File: src/rtl/mem_bus_arbiter_pkg.sv
// Shared definitions for the memory bus arbiter: FSM state encodings,
// requester IDs and the legal memory latency window.
package mem_bus_arbiter_pkg;

  typedef enum logic [1:0] {
    IDLE   = 2'd0,
    ACCESS = 2'd1,
    RESP   = 2'd2
  } state_t;

  // Requester IDs double as bit positions in the arbiter request vector
  localparam logic OWN_CPU = 1'b0;
  localparam logic OWN_DMA = 1'b1;

  // lat_cnt is 4 bits wide, so latency is confined to 1..15
  localparam int MEM_LATENCY_MIN = 1;
  localparam int MEM_LATENCY_MAX = 15;

  // Forces an out-of-range latency into the range the counter can express
  function automatic int clamp_latency(input int lat);
    if (lat < MEM_LATENCY_MIN) return MEM_LATENCY_MIN;
    if (lat > MEM_LATENCY_MAX) return MEM_LATENCY_MAX;
    return lat;
  endfunction

endpackage

File: src/rtl/mem_bus_arbiter_rr_arb2.sv
// Two-way round-robin pick. Purely combinational; the caller owns the
// last-grant register and decides when to update it.
module rr_arb2
  import mem_bus_arbiter_pkg::*;
(
  input  logic [1:0] req,
  input  logic       last,
  output logic       gnt_valid,
  output logic       gnt_id
);

  // A lone requester wins outright; on a tie the one not granted last wins
  always_comb begin
    gnt_valid = |req;
    gnt_id    = OWN_CPU;
    if (req[OWN_CPU] && req[OWN_DMA]) begin
      gnt_id = ~last;
    end else if (req[OWN_DMA]) begin
      gnt_id = OWN_DMA;
    end
  end

endmodule

File: src/rtl/mem_bus_arbiter.sv
// Shares the memory bus between the CPU and the DMA engine. One access at a
// time: IDLE -> ACCESS (MEM_LATENCY cycles of chip-select) -> RESP (ack).
module mem_bus_arbiter
  import mem_bus_arbiter_pkg::*;
#(
  parameter int MEM_LATENCY = 1,
  parameter int ADDR_W      = 16,
  parameter int DATA_W      = 8
) (
  input  logic              clk,
  input  logic              rst,
  input  logic              cpu_req,
  input  logic              cpu_we,
  input  logic [ADDR_W-1:0] cpu_addr,
  input  logic [DATA_W-1:0] cpu_wdata,
  output logic              cpu_ack,
  output logic [DATA_W-1:0] cpu_rdata,
  input  logic              dma_req,
  input  logic              dma_we,
  input  logic [ADDR_W-1:0] dma_addr,
  input  logic [DATA_W-1:0] dma_wdata,
  output logic              dma_ack,
  output logic [DATA_W-1:0] dma_rdata,
  output logic [ADDR_W-1:0] mem_addr,
  output logic [DATA_W-1:0] mem_wdata,
  output logic              mem_cs,
  output logic              mem_oe,
  output logic              mem_we,
  input  logic [DATA_W-1:0] mem_rdata
);

  localparam int         LAT_EFF  = clamp_latency(MEM_LATENCY);
  localparam logic [3:0] LAT_LAST = 4'(LAT_EFF - 1);

  state_t              state_reg;
  logic [3:0]          lat_cnt_reg;
  logic                owner_reg;
  logic                last_grant_reg;
  logic                cpu_ack_reg;
  logic                dma_ack_reg;
  logic [DATA_W-1:0]   cpu_rdata_reg;
  logic [DATA_W-1:0]   dma_rdata_reg;
  logic [ADDR_W-1:0]   mem_addr_reg;
  logic [DATA_W-1:0]   mem_wdata_reg;
  logic                mem_cs_reg;
  logic                mem_oe_reg;
  logic                mem_we_reg;

  logic                gnt_valid;
  logic                gnt_id;
  logic                pick_we;
  logic [ADDR_W-1:0]   pick_addr;
  logic [DATA_W-1:0]   pick_wdata;

  rr_arb2 u_rr_arb2 (
    .req       ({dma_req, cpu_req}),
    .last      (last_grant_reg),
    .gnt_valid (gnt_valid),
    .gnt_id    (gnt_id)
  );

  // Route the winning requester's command bundle toward the latch point
  always_comb begin
    pick_we    = cpu_we;
    pick_addr  = cpu_addr;
    pick_wdata = cpu_wdata;
    if (gnt_id == OWN_DMA) begin
      pick_we    = dma_we;
      pick_addr  = dma_addr;
      pick_wdata = dma_wdata;
    end
  end

  // Access sequencer; every bus strobe and ack is driven straight from here
  always_ff @(posedge clk) begin
    if (rst) begin
      state_reg      <= IDLE;
      lat_cnt_reg    <= '0;
      owner_reg      <= OWN_CPU;
      last_grant_reg <= OWN_DMA;
      cpu_ack_reg    <= 1'b0;
      dma_ack_reg    <= 1'b0;
      cpu_rdata_reg  <= '0;
      dma_rdata_reg  <= '0;
      mem_addr_reg   <= '0;
      mem_wdata_reg  <= '0;
      mem_cs_reg     <= 1'b0;
      mem_oe_reg     <= 1'b0;
      mem_we_reg     <= 1'b0;
    end else begin
      cpu_ack_reg <= 1'b0;
      dma_ack_reg <= 1'b0;
      case (state_reg)
        IDLE: begin
          if (gnt_valid) begin
            owner_reg      <= gnt_id;
            last_grant_reg <= gnt_id;
            mem_addr_reg   <= pick_addr;
            mem_wdata_reg  <= pick_wdata;
            mem_cs_reg     <= 1'b1;
            mem_oe_reg     <= ~pick_we;
            mem_we_reg     <= pick_we;
            lat_cnt_reg    <= '0;
            state_reg      <= ACCESS;
          end
        end
        ACCESS: begin
          if (lat_cnt_reg == LAT_LAST) begin
            // mem_we_reg still reflects the access type on this last cycle
            mem_cs_reg <= 1'b0;
            mem_oe_reg <= 1'b0;
            mem_we_reg <= 1'b0;
            state_reg  <= RESP;
            if (owner_reg == OWN_CPU) begin
              cpu_ack_reg <= 1'b1;
              if (!mem_we_reg) cpu_rdata_reg <= mem_rdata;
            end else begin
              dma_ack_reg <= 1'b1;
              if (!mem_we_reg) dma_rdata_reg <= mem_rdata;
            end
          end else begin
            lat_cnt_reg <= lat_cnt_reg + 4'd1;
          end
        end
        RESP: begin
          state_reg <= IDLE;
        end
        default: begin
          state_reg <= IDLE;
        end
      endcase
    end
  end

  assign cpu_ack   = cpu_ack_reg;
  assign dma_ack   = dma_ack_reg;
  assign cpu_rdata = cpu_rdata_reg;
  assign dma_rdata = dma_rdata_reg;
  assign mem_addr  = mem_addr_reg;
  assign mem_wdata = mem_wdata_reg;
  assign mem_cs    = mem_cs_reg;
  assign mem_oe    = mem_oe_reg;
  assign mem_we    = mem_we_reg;

endmodule

File: config.mk
export PLATFORM = sky130hd
export DESIGN_NAME = mem_bus_arbiter
export DESIGN_NICKNAME = d
export VERILOG_FILES = /design/src/rtl/mem_bus_arbiter_pkg.sv /design/src/rtl/mem_bus_arbiter_rr_arb2.sv /design/src/rtl/mem_bus_arbiter.sv
export SDC_FILE = /design/constraint.sdc
export NUM_CORES = 1
export LEC_CHECK = 0
export ABC_AREA = 1
export BUFFER_PORTS_ARGS = -buffer_cell sky130_fd_sc_hd__buf_2
export CAP_MARGIN = 10
export CORE_MARGIN = 1.5
export CORE_UTILIZATION = 49
export CTS_BUF_LIST = sky130_fd_sc_hd__clkbuf_8
export DETAILED_ROUTE_END_ITERATION = 8
export MAX_ROUTING_LAYER = met4
export PLACE_DENSITY = 0.93
export SLEW_MARGIN = 20
export SYNTH_ARGS = -nofsm -noshare
export SYNTH_HDL_FRONTEND = slang
export SYNTH_HIERARCHICAL = 1
export SYNTH_SLANG_ARGS = --single-unit
File: constraint.sdc
create_clock -name clk -period 2.4 [get_ports clk]
set_clock_uncertainty 0.15 [all_clocks]
set_input_delay 0.24 -clock clk [delete_from_list [all_inputs] [get_ports clk]]
set_output_delay 0.24 -clock clk [all_outputs]
set_load 0.02 [all_outputs]
## Yosys cells after proc, flatten, opt, wreduce, memory -nomap -nowiden

Index checks and enable logic that the tools add are counted.

- Bitwise gates (word level): 6
- Equal/unequal tests: 4
- Mux-type cells: 20
- Reduce and logical (&&, ||, !) cells: 12
- $add $sub $neg: 1

Operator list:

| cell | number |
|---|---|
| 2-to-1 mux 16 bit | 1 |
| 2-to-1 mux 1 bit | 9 |
| 2-to-1 mux 4 bit | 2 |
| 2-to-1 mux 8 bit | 1 |
| case mux 4 bit (2 select lines) | 1 |
| AND reduction 4 bit | 2 |
| != test 2 bit (second input constant) | 3 |
| NOT 1 bit | 6 |
| case mux 1 bit (2 select lines) | 3 |
| AND reduction 3 bit | 2 |
| adder 4 x 1 -> 4 bit (second input constant) | 1 |
| zero test 4 bit | 1 |
| 2-to-1 mux 2 bit | 2 |
| case mux 2 bit (2 select lines) | 1 |
| AND reduction 2 bit | 2 |
| OR reduction 3 bit | 1 |
| == test 2 x 1 -> 1 bit (second input constant) | 1 |
| zero test 2 bit | 1 |
| nonzero test 2 bit | 1 |
| OR reduction 2 bit | 1 |
| logical AND 1 bit | 1 |

- Output and inout bits: 45
- Bits of input ports: 62
- Bits in registers: 53
- Logic and storage cells: 56

## Longest topological paths before layout

Gate-level depths: netlist of run 1.

- Depth in word-level cells: 6
- Mapped depth: 8
- Mapped depth without buffers: 8

## Cells and area by module

The synthesis of run 1 kept the hierarchy.

By module, submodules not included:

| module | cells each | area each (um^2) | sequential area each (um^2) | instances |
|---|---|---|---|---|
| mem_bus_arbiter | 337 | 2383.5 | 1061.0 | 1 |
| rr_arb2 | 3 | 15.0 | 0.0 | 1 |

## Worst setup path before layout of run 1

Ideal clock, no wire load.

- Path kind: register -> register
- From: register lat_cnt_reg[0]
- To: register dma_rdata_reg[0], in the netlist dma_rdata[0]
- Path slack: 1.001 ns
- Arrival time: 1.185 ns
- Path buffers: 0
- Setup time: 0.064 ns
- Data required time: 2.186 ns
- Cell stages (with the launch flop): 9
- Clock period less this slack: 1.399 ns
- Cells stage by stage: dfxtp_1 inv_1 ha_1 nand2_4 nor2_8 nand2_4 nor2_8 nor2_1 nor2_1

- Cells in the longest elaborated chain, start to end: 2

Ends and longest elaborated chain:

| item | RTL line | RTL |
|---|---|---|
| from (decl) | mem_bus_arbiter.sv:36 | `logic [3:0] lat_cnt_reg;` |
| from (signal assigned) | mem_bus_arbiter.sv:122 | `lat_cnt_reg <= lat_cnt_reg + 4'd1;` |
| zero test 4 bit | mem_bus_arbiter.sv:108 | `if (lat_cnt_reg == LAT_LAST) begin` |
| AND reduction 4 bit (no source line) | n/a |  |
| to (signal assigned) | mem_bus_arbiter.sv:119 | `if (!mem_we_reg) dma_rdata_reg <= mem_rdata;` |
| to (decl) | mem_bus_arbiter.sv:42 | `logic [DATA_W-1:0] dma_rdata_reg;` |

No other way between the ends.
A chain may end at the register's enable or synchronous reset.

## Worst setup path after layout of run 1

- From: register lat_cnt_reg[0]
- To: register dma_rdata_reg[2], in the netlist dma_rdata[2]

Same word-level chain as after synthesis.

==> impl_table.tex, run 1 <==
\begin{tabular}{lr}
\hline
Metric & Value \\
\hline
\multicolumn{2}{l}{\textbf{Clocking}} \\
\quad Resized Gates After CTS & 0 \\
\quad TritonCTS clock tree & yes \\
\quad Number of levels the H-tree was split into & 2 \\
\quad Clock network latency to the later pin of the worst-skew pair & 290 ps \\
\quad Hold buffers post-CTS & 0 \\
\quad Worst-case clock buffer depth & 2 \\
\quad Post-CTS setup buffers & 0 \\
\quad CTS clk-pin slew, worst paths & 80 ps \\
\quad CTS root buffer & sky130\_fd\_sc\_hd\_\_clkbuf\_8 \\
\quad Number of sinks handled by clock tree synthesis & between 50 and 60 \\
\quad CTS Buf Count & 5 \\
\multicolumn{2}{l}{\textbf{STA}} \\
\quad Hold WS & 83.5 ps \\
\quad Setup TNS Final & 0 ps \\
\quad FMAX & about 630 MHz \\
\quad Count of endpoints failing setup in the final report & 0 \\
\quad Count of final max-slew check failures & 0 \\
\quad Period utilisation layout & 0.664 \\
\quad Shortest period the worst path allows & $\sim$1600 ps \\
\quad Unrepaired setup endpoints after global routing & no \\
\quad Endpoints failing hold & 0 \\
\quad Measured slew at the worst slew-check pin & 414 ps \\
\quad Relative slew slack & 0.724 \\
\multicolumn{2}{l}{\textbf{Logic synthesis}} \\
\quad FF+latch count, synth & 53 \\
\quad Mapped Area & 2400 sq um \\
\quad Biggest area consumer among synthesized cells & sky130\_fd\_sc\_hd\_\_dfxtp\_1 \\
\quad Yosys top cell area share & 0.442 \\
\quad Sequential share of the synthesized area & 0.442 \\
\quad Cell variety after synth & 23 \\
\quad Post-synthesis instance total & 340 \\
\quad Number of warnings reported in the yosys synthesis log & 6 \\
\quad Leading post-synthesis cells by cell area & sky130\_fd\_sc\_hd\_\_dfxtp\_1 44\%, sky130\_fd\_sc\_hd\_\_nand2\_1 16\%, sky130\_fd\_sc\_hd\_\_a21oi\_1 8.8\%, sky130\_fd\_sc\_hd\_\_inv\_1 4.9\%, sky130\_fd\_sc\_hd\_\_o21ai\_0 4.0\% \\
\quad Number of nets in the synthesized netlist & between 400 and 500 \\
\quad Per-instance average area after synthesis & a little over 7 sq um \\
\multicolumn{2}{l}{\textbf{Cells and area}} \\
\quad Flip-flop count of the largest register after layout & 16 \\
\quad Leading cell type in the layout, fill and taps excluded & sky130\_fd\_sc\_hd\_\_buf\_2 \\
\quad Post-layout nets & 503 \\
\quad Total inserted antenna cells & 0 \\
\quad Number of fill cells & 409 \\
\quad Layout cell share with drive strength beyond 1 & 0.305 \\
\quad Highest-count cells in the layout ignoring fill and taps & 106 x sky130\_fd\_sc\_hd\_\_buf\_2, 105 x sky130\_fd\_sc\_hd\_\_nand2\_1, 53 x sky130\_fd\_sc\_hd\_\_dfxtp\_1, 41 x sky130\_fd\_sc\_hd\_\_a21oi\_1, 34 x sky130\_fd\_sc\_hd\_\_inv\_1 \\
\quad P\&R area growth vs syn & 27.4\% \\
\multicolumn{2}{l}{\textbf{Placement}} \\
\quad Placed wire-length estimate after detailed placement & 4210 um \\
\quad Placer Congestion & 0.789 \\
\quad Number of input and output port buffers inserted & 106 \\
\multicolumn{2}{l}{\textbf{Power and ir drop}} \\
\quad Part of the power in combinational logic & 0.231 \\
\quad Share of power burned in the clock network & 0.241 \\
\quad Leakage component of the power & 1.56 nW \\
\quad Fraction of power consumed by sequential logic & 0.528 \\
\quad Internal portion of total power & 1.30 mW \\
\quad Peak supply drop & approximately 0.31 mV \\
\quad Switching power share of the total & 0.305 \\
\quad Net switching power figure & 0.568 mW \\
\quad Overall Power & 1.86 mW \\
\quad Power per cell area & 610 nW/um\^{}2 \\
\multicolumn{2}{l}{\textbf{Global routing}} \\
\quad Largest net degree at the start of global routing & 52 \\
\quad Remaining Overflow, GRT & 0 \\
\quad Number of antenna violations at the first check in global routing & 0 \\
\quad First-pass GRT wire length & $\sim$9000 um \\
\quad Vias in the first global route & 2199 \\
\quad GRT Total Usage & 0.217 \\
\multicolumn{2}{l}{\textbf{Flow run}} \\
\quad Maximum capacitance violations & 0 \\
\multicolumn{2}{l}{\textbf{Worst setup path}} \\
\quad Nature of the critical path startpoint & flop \\
\quad Total buffers and inverters traversed by the critical path & 1 \\
\quad Critical Path Slowest Stage Cell & sky130\_fd\_sc\_hd\_\_dfxtp\_1 \\
\quad Largest delay share family, worst path & simple AND/OR/NAND/NOR gates \\
\quad Data required, critical path & around 2400 ps \\
\quad Arr. time, crit path & 1640 ps \\
\quad Series of cell instances along the critical path & inv\_1 -> ha\_1 -> nand3\_2 -> nor2\_2 -> nand3b\_1 -> nand2\_1 -> nor2\_1 \\
\quad Max Fanout on Critical Path & 8 \\
\quad Sort of element at the end of the critical path & flop \\
\quad Startpoint-to-endpoint class of the critical path & flop to flop \\
\quad CP peak stage delay & roughly 350 ps \\
\multicolumn{2}{l}{\textbf{Die}} \\
\quad DIE AREA & 5320 sq um \\
\quad Effective utilization at floorplan & 0.508 \\
\quad X dimension of the die & 73.0 um \\
\quad Number of I/O pins & 107 \\
\quad Placeable Area & between 4000 and 5000 sq um \\
\quad Die Height & 73.0 um \\
\quad Site Rows & 25 \\
\multicolumn{2}{l}{\textbf{Routing}} \\
\quad First-pass DRT Iterations & 4 \\
\quad Total wirelength of the detailed-routed design & approximately 5400 um \\
\quad Via total after detailed routing & roughly 2.4k \\
\quad Number of vias per cell & 4.74 \\
\quad Antenna-violating nets left & 0 \\
\quad Detailed-route DRC error count & 0 \\
\quad WL per Instance & 10.6 um \\
\quad Number of DRC violations after detailed-routing iteration 0 & 86 \\
\multicolumn{2}{l}{\textbf{Hold path}} \\
\quad Type of the worst min-delay path & input port to flop \\
\multicolumn{2}{l}{\textbf{Status}} \\
\quad Outcome & completed \\
\hline
\end{tabular}
## power by group through the flow
stage / sequential, mW / combinational (mW) / clock, mW
finish: 0.983 / 0.431 / 0.449
global route: 0.991 / 0.479 / 0.498
CTS: 0.983 / 0.433 / 0.470
detailed placement: 1.00 / 0.433 / 0
global placement: 1.00 / 0.420 / 0
floorplan: 1.07 / 0.213 / 0
## cell usage after synthesis
library cell,n
sky130_fd_sc_hd__nor2_2,2
sky130_fd_sc_hd__nand3b_1,8
sky130_fd_sc_hd__o21ai_1,6
sky130_fd_sc_hd__nand3_1,8
sky130_fd_sc_hd__or2_1,1
sky130_fd_sc_hd__o21ai_0,19
sky130_fd_sc_hd__dfxtp_1,53
sky130_fd_sc_hd__nor2_8,2
sky130_fd_sc_hd__buf_1,2
sky130_fd_sc_hd__nand3_2,3
sky130_fd_sc_hd__nand4_1,9
sky130_fd_sc_hd__ha_1,2
sky130_fd_sc_hd__nor2_4,1
sky130_fd_sc_hd__clkbuf_1,8
sky130_fd_sc_hd__nand2_1,105
sky130_fd_sc_hd__inv_2,7
sky130_fd_sc_hd__inv_1,31
sky130_fd_sc_hd__a21oi_1,42
sky130_fd_sc_hd__buf_2,8
sky130_fd_sc_hd__nor3_1,2
sky130_fd_sc_hd__nor2_1,18
sky130_fd_sc_hd__nand2_2,1
sky130_fd_sc_hd__nand2_4,2
## through the flow
| step | setup slack [ps] | cell area (sq um) | util | instances |
|---|---|---|---|---|
| 2_1_floorplan | 1000 | 2400 | - | 340 |
| 4_1_cts | 791 | 3060 | 0.647 | 507 |
| 3_5_place_dp | 792 | 2980 | 0.630 | 499 |
| 3_3_place_gp | 869 | 2980 | 0.630 | 499 |
| 6_report | 805 | 3060 | 0.647 | 507 |
| 5_1_grt | 644 | 3060 | 0.647 | 507 |
## metal layers
metal / up-vias / GRT usage / wire [um]
met5: - / - / 0
met3: 2 / 0.0414 / 300
met1: 1041 / 0.236 / 2330
met4: 0 / 0.0650 / 42
met2: 87 / 0.400 / 2720
li1: 1273 / - / -
## logic make-up (layout without fill, tap and decap cells)
group	Yosys count	after routing	synth area share
and+or+nand+nor	162	162	0.316
buffers and inverters	56	156	0.0918
DFF	53	53	0.442
adders and majority gates	2	2	0.0104
AOI/OAI and AO/OA	67	67	0.140
## final timing paths
kind	from	end	slack, ps	cells past startpoint
setup / recovery	lat_cnt_reg[0]$_SDFFE_PP0P_	dma_rdata[2]$_SDFFE_PP0P_	810	7
hold / removal	mem_rdata[3]	cpu_rdata[3]$_SDFFE_PP0P_	80	3
setup reg to reg	lat_cnt_reg[0]$_SDFFE_PP0P_	dma_rdata[2]$_SDFFE_PP0P_	810	7
hold reg to reg	cpu_rdata[6]$_SDFFE_PP0P_	cpu_rdata[6]$_SDFFE_PP0P_	310	2
## final cells by class
type	count	area, sq um	area share
timing repair buffer	110	561	0.183
inverter	38	143	0.0467
clock buffer	5	68.8	0.0225
clock inverter	3	11.3	0.00368
multi-input combinational	231	1130	0.369
tap	67	83.8	0.0274
sequential	53	1060	0.347
## tightest hold or removal path: stages
cell	delay, ps
sky130_fd_sc_hd__buf_2	100
sky130_fd_sc_hd__nand4_1	70
sky130_fd_sc_hd__a21oi_1	60
Note: power is estimated with default switching activity, not from simulation.
==> run 2, diff against run 1 <==
--- a/config.mk
+++ b/config.mk
@@ -5,15 +5,15 @@
 export SDC_FILE = /design/constraint.sdc
 export NUM_CORES = 1
 export LEC_CHECK = 0
-export ABC_AREA = 1
+export ABC_AREA = 0
 export BUFFER_PORTS_ARGS = -buffer_cell sky130_fd_sc_hd__buf_2
 export CAP_MARGIN = 10
 export CORE_MARGIN = 1.5
-export CORE_UTILIZATION = 49
+export CORE_UTILIZATION = 43
 export CTS_BUF_LIST = sky130_fd_sc_hd__clkbuf_8
 export DETAILED_ROUTE_END_ITERATION = 8
 export MAX_ROUTING_LAYER = met4
-export PLACE_DENSITY = 0.93
+export PLACE_DENSITY = 0.88
 export SLEW_MARGIN = 20
 export SYNTH_ARGS = -nofsm -noshare
 export SYNTH_HDL_FRONTEND = slang
==> constraint.sdc (replaced) <==
create_clock -name clk -period 1.4 [get_ports clk]
set_clock_uncertainty 0.15 [all_clocks]
set_input_delay 0.14 -clock clk [delete_from_list [all_inputs] [get_ports clk]]
set_output_delay 0.14 -clock clk [all_outputs]
set_load 0.02 [all_outputs]
==> impl_table.tex, run 2 <==
\begin{tabular}{lr}
\hline
Metric & Value \\
\hline
\multicolumn{2}{l}{\textbf{Cells and area}} \\
\quad P\&R area growth vs syn & 59.0\% \\
\quad Post-layout nets & 457 \\
\quad Number of fill cells & 389 \\
\quad Layout cell share with drive strength beyond 1 & 0.503 \\
\quad End-of-flow core utilization & 0.713 \\
\quad Non-Filler Instances & 464 \\
\quad Total inserted antenna cells & 0 \\
\quad Highest-count cells in the layout ignoring fill and taps & 106 x sky130\_fd\_sc\_hd\_\_buf\_2, 49 x sky130\_fd\_sc\_hd\_\_dfxtp\_1, 34 x sky130\_fd\_sc\_hd\_\_mux2i\_1, 31 x sky130\_fd\_sc\_hd\_\_buf\_4, 25 x sky130\_fd\_sc\_hd\_\_nor2\_1 \\
\quad Flip-flop count of the largest register after layout & 16 \\
\quad Leading cell type in the layout, fill and taps excluded & sky130\_fd\_sc\_hd\_\_buf\_2 \\
\multicolumn{2}{l}{\textbf{Placement}} \\
\quad Placed wire-length estimate after detailed placement & 4290 um \\
\quad Placer Congestion & 0.837 \\
\quad Number of input and output port buffers inserted & 106 \\
\quad Post-Place Cells & 436 \\
\multicolumn{2}{l}{\textbf{STA}} \\
\quad Count of final max-slew check failures & 0 \\
\quad FMAX & 628 MHz \\
\quad Shortest period the worst path allows & 1590 ps \\
\quad Setup TNS Final & -6730 ps \\
\quad Unrepaired setup endpoints after global routing & yes \\
\quad Period utilisation layout & 1.14 \\
\quad Hold WS & 2.65 ps \\
\quad Fin worst setup slack & -193 ps \\
\quad Count of endpoints failing setup in the final report & a little over 50 \\
\quad Measured slew at the worst slew-check pin & 268 ps \\
\quad Endpoints failing hold & 0 \\
\quad Relative slew slack & 0.820 \\
\multicolumn{2}{l}{\textbf{Worst setup path}} \\
\quad Startpoint-to-endpoint class of the critical path & flop to flop \\
\quad Nature of the critical path startpoint & flop \\
\quad Critical Path Slowest Stage Cell & sky130\_fd\_sc\_hd\_\_dfxtp\_2 \\
\quad Data required, critical path & 1490 ps \\
\quad CP peak stage delay & 340 ps \\
\quad Arr. time, crit path & $\sim$1700 ps \\
\quad Max Fanout on Critical Path & 8 \\
\quad Sort of element at the end of the critical path & flop \\
\quad Series of cell instances along the critical path & inv\_2 -> ha\_4 -> buf\_6 -> nor4b\_4 -> buf\_4 -> nand3\_1 -> a21oi\_1 \\
\multicolumn{2}{l}{\textbf{Logic synthesis}} \\
\quad FF+latch count, synth & 53 \\
\quad Yosys top cell area share & 0.461 \\
\quad Biggest area consumer among synthesized cells & sky130\_fd\_sc\_hd\_\_dfxtp\_1 \\
\quad Number of nets in the synthesized netlist & 311 \\
\quad Commonest cells post-synth & 53 x sky130\_fd\_sc\_hd\_\_dfxtp\_1, 34 x sky130\_fd\_sc\_hd\_\_mux2i\_1, 26 x sky130\_fd\_sc\_hd\_\_nor2\_1 \\
\quad Post-synth EDFFs & 0 \\
\quad Share of async-settable or async-resettable flops after synthesis & 0 \\
\quad Number of warnings reported in the yosys synthesis log & 6 \\
\quad Leading post-synthesis cells by cell area & sky130\_fd\_sc\_hd\_\_dfxtp\_1 46\%, sky130\_fd\_sc\_hd\_\_mux2i\_1 15\%, sky130\_fd\_sc\_hd\_\_a211oi\_1 8.1\%, sky130\_fd\_sc\_hd\_\_nor2\_1 4.2\%, sky130\_fd\_sc\_hd\_\_nand2\_1 3.6\% \\
\quad Sequential share of the synthesized area & 0.461 \\
\quad Mapped Area & 2300 sq um \\
\quad Cell with the most instances after synthesis & sky130\_fd\_sc\_hd\_\_dfxtp\_1 \\
\quad Post-synthesis instance total & roughly 250 \\
\quad Per-instance average area after synthesis & between 9 and 10 sq um \\
\quad Cell variety after synth & 33 \\
\quad Post-synth top flop & sky130\_fd\_sc\_hd\_\_dfxtp\_1 \\
\multicolumn{2}{l}{\textbf{Die}} \\
\quad X dimension of the die & 76.2 um \\
\quad Site Rows & 26 \\
\quad Effective utilization at floorplan & 0.448 \\
\quad Die Height & 76.2 um \\
\quad Placeable Area & 5140 sq um \\
\quad DIE AREA & 5800 sq um \\
\quad Number of I/O pins & 107 \\
\multicolumn{2}{l}{\textbf{Status}} \\
\quad Outcome & finished, violations left \\
\quad Failing checks & negative setup slack \\
\multicolumn{2}{l}{\textbf{Clocking}} \\
\quad Number of levels the H-tree was split into & 2 \\
\quad CTS Buf Count & 5 \\
\quad CTS root buffer & sky130\_fd\_sc\_hd\_\_clkbuf\_8 \\
\quad Clock network latency to the later pin of the worst-skew pair & 310 ps \\
\quad Worst-case clock buffer depth & 2 \\
\quad TritonCTS clock tree & yes \\
\quad Number of sinks handled by clock tree synthesis & 53 \\
\quad CTS clk-pin slew, worst paths & 100 ps \\
\multicolumn{2}{l}{\textbf{Routing}} \\
\quad Antenna-violating nets left & 0 \\
\quad WL per Instance & 14.8 um \\
\quad Number of DRC violations after detailed-routing iteration 0 & 73 \\
\quad Number of vias per cell & 5.14 \\
\quad Via total after detailed routing & 2387 \\
\quad Total wirelength of the detailed-routed design & 6850 um \\
\quad First-pass DRT Iterations & 4 \\
\quad Detailed-route DRC error count & 0 \\
\multicolumn{2}{l}{\textbf{Power and ir drop}} \\
\quad Leakage component of the power & between 1.5 and 2 nW \\
\quad Power per cell area & 1060 nW/um\^{}2 \\
\quad Overall Power & 3.88 mW \\
\quad Peak supply drop & around 0.6 mV \\
\multicolumn{2}{l}{\textbf{Global routing}} \\
\quad Number of antenna violations at the first check in global routing & 0 \\
\quad GRT Total Usage & 0.233 \\
\quad First-pass GRT wire length & 10400 um \\
\quad Remaining Overflow, GRT & 0 \\
\quad Vias in the first global route & 2347 \\
\quad Largest net degree at the start of global routing & 26 \\
\multicolumn{2}{l}{\textbf{Hold path}} \\
\quad Type of the worst min-delay path & input port to flop \\
\multicolumn{2}{l}{\textbf{Flow run}} \\
\quad Maximum capacitance violations & 0 \\
\hline
\end{tabular}
==> run 2: metrics by stage <==
step	setup WS [ps]	area [sq um]
4_1_cts	-171	3530
3_5_place_dp	-231	3120
5_1_grt	-259	3660
3_3_place_gp	-196	3120
2_1_floorplan	-186	2350
6_report	-193	3660
==> run 2: area by class of cell <==
cell class	count	area, sq um	share of cell area
multi-input combinational	168	1320	0.360
sequential	53	1070	0.292
timing repair buffer	160	1060	0.290
clock buffer	7	96.3	0.0263
tap	70	87.6	0.0239
inverter	5	18.8	0.00512
clock inverter	1	8.76	0.00239
==> run 2: cells by family after synthesis <==
kind of cell | Yosys count | share of synthesized area
flip-flops | 53 | 0.461
adder cells (fa/ha/maj) | 2 | 0.0109
multiplexers | 34 | 0.148
AO/OA/AOI/OAI | 58 | 0.165
AND/OR/NAND/NOR | 74 | 0.162
buffers and inverters | 26 | 0.0532
==> run 2: per-layer routing <==
layer  track usage  wire length (um)  vias up
met4         0.104               219        0
met3        0.0527               348       17
met1         0.237              2790     1098
li1              -                 -     1168
met2         0.425              3490      104
met5             -                 0        -
==> run 2: what timing repair did <==
action / CTS / global route
endpoints found under the hold margin: 18 / 1
hold buffers: 9 / 2
gates resized for setup: 32 / 19
endpoints found under the setup margin: 52 / 52
gates cloned: 2 / 1
setup buffers: 6 / 0
pin swaps: 15 / 6
==> run 2: worst paths after layout <==
path                                from                        end  slack [ps]  cells after the start
min reg2reg          mem_cs$_SDFFE_PP0P_        mem_cs$_SDFFE_PP0P_         310                      2
min                         cpu_wdata[0]  mem_wdata[0]$_SDFFE_PP0P_           3                      3
max reg2reg  lat_cnt_reg[0]$_SDFFE_PP0P_  cpu_rdata[7]$_SDFFE_PP0P_        -190                      7
max          lat_cnt_reg[0]$_SDFFE_PP0P_  cpu_rdata[7]$_SDFFE_PP0P_        -190                      7
==> run 2: where the power goes <==
part | switching, mW | internal, mW | total (mW)
Sequential | 0.0762 | 1.65 | 1.72
Combinational | 0.640 | 0.542 | 1.18
Clock | 0.518 | 0.458 | 0.976
Total | 1.24 | 2.65 | 3.88
==> run 2: critical path: cells and delay by family (launching register included) <==
family,cells,cell delay [ps]
AND/OR/NAND/NOR,2,360
buffers and inverters,3,360
flip-flops,1,340
AO/OA/AOI/OAI,1,160
adder cells (fa/ha/maj),1,140
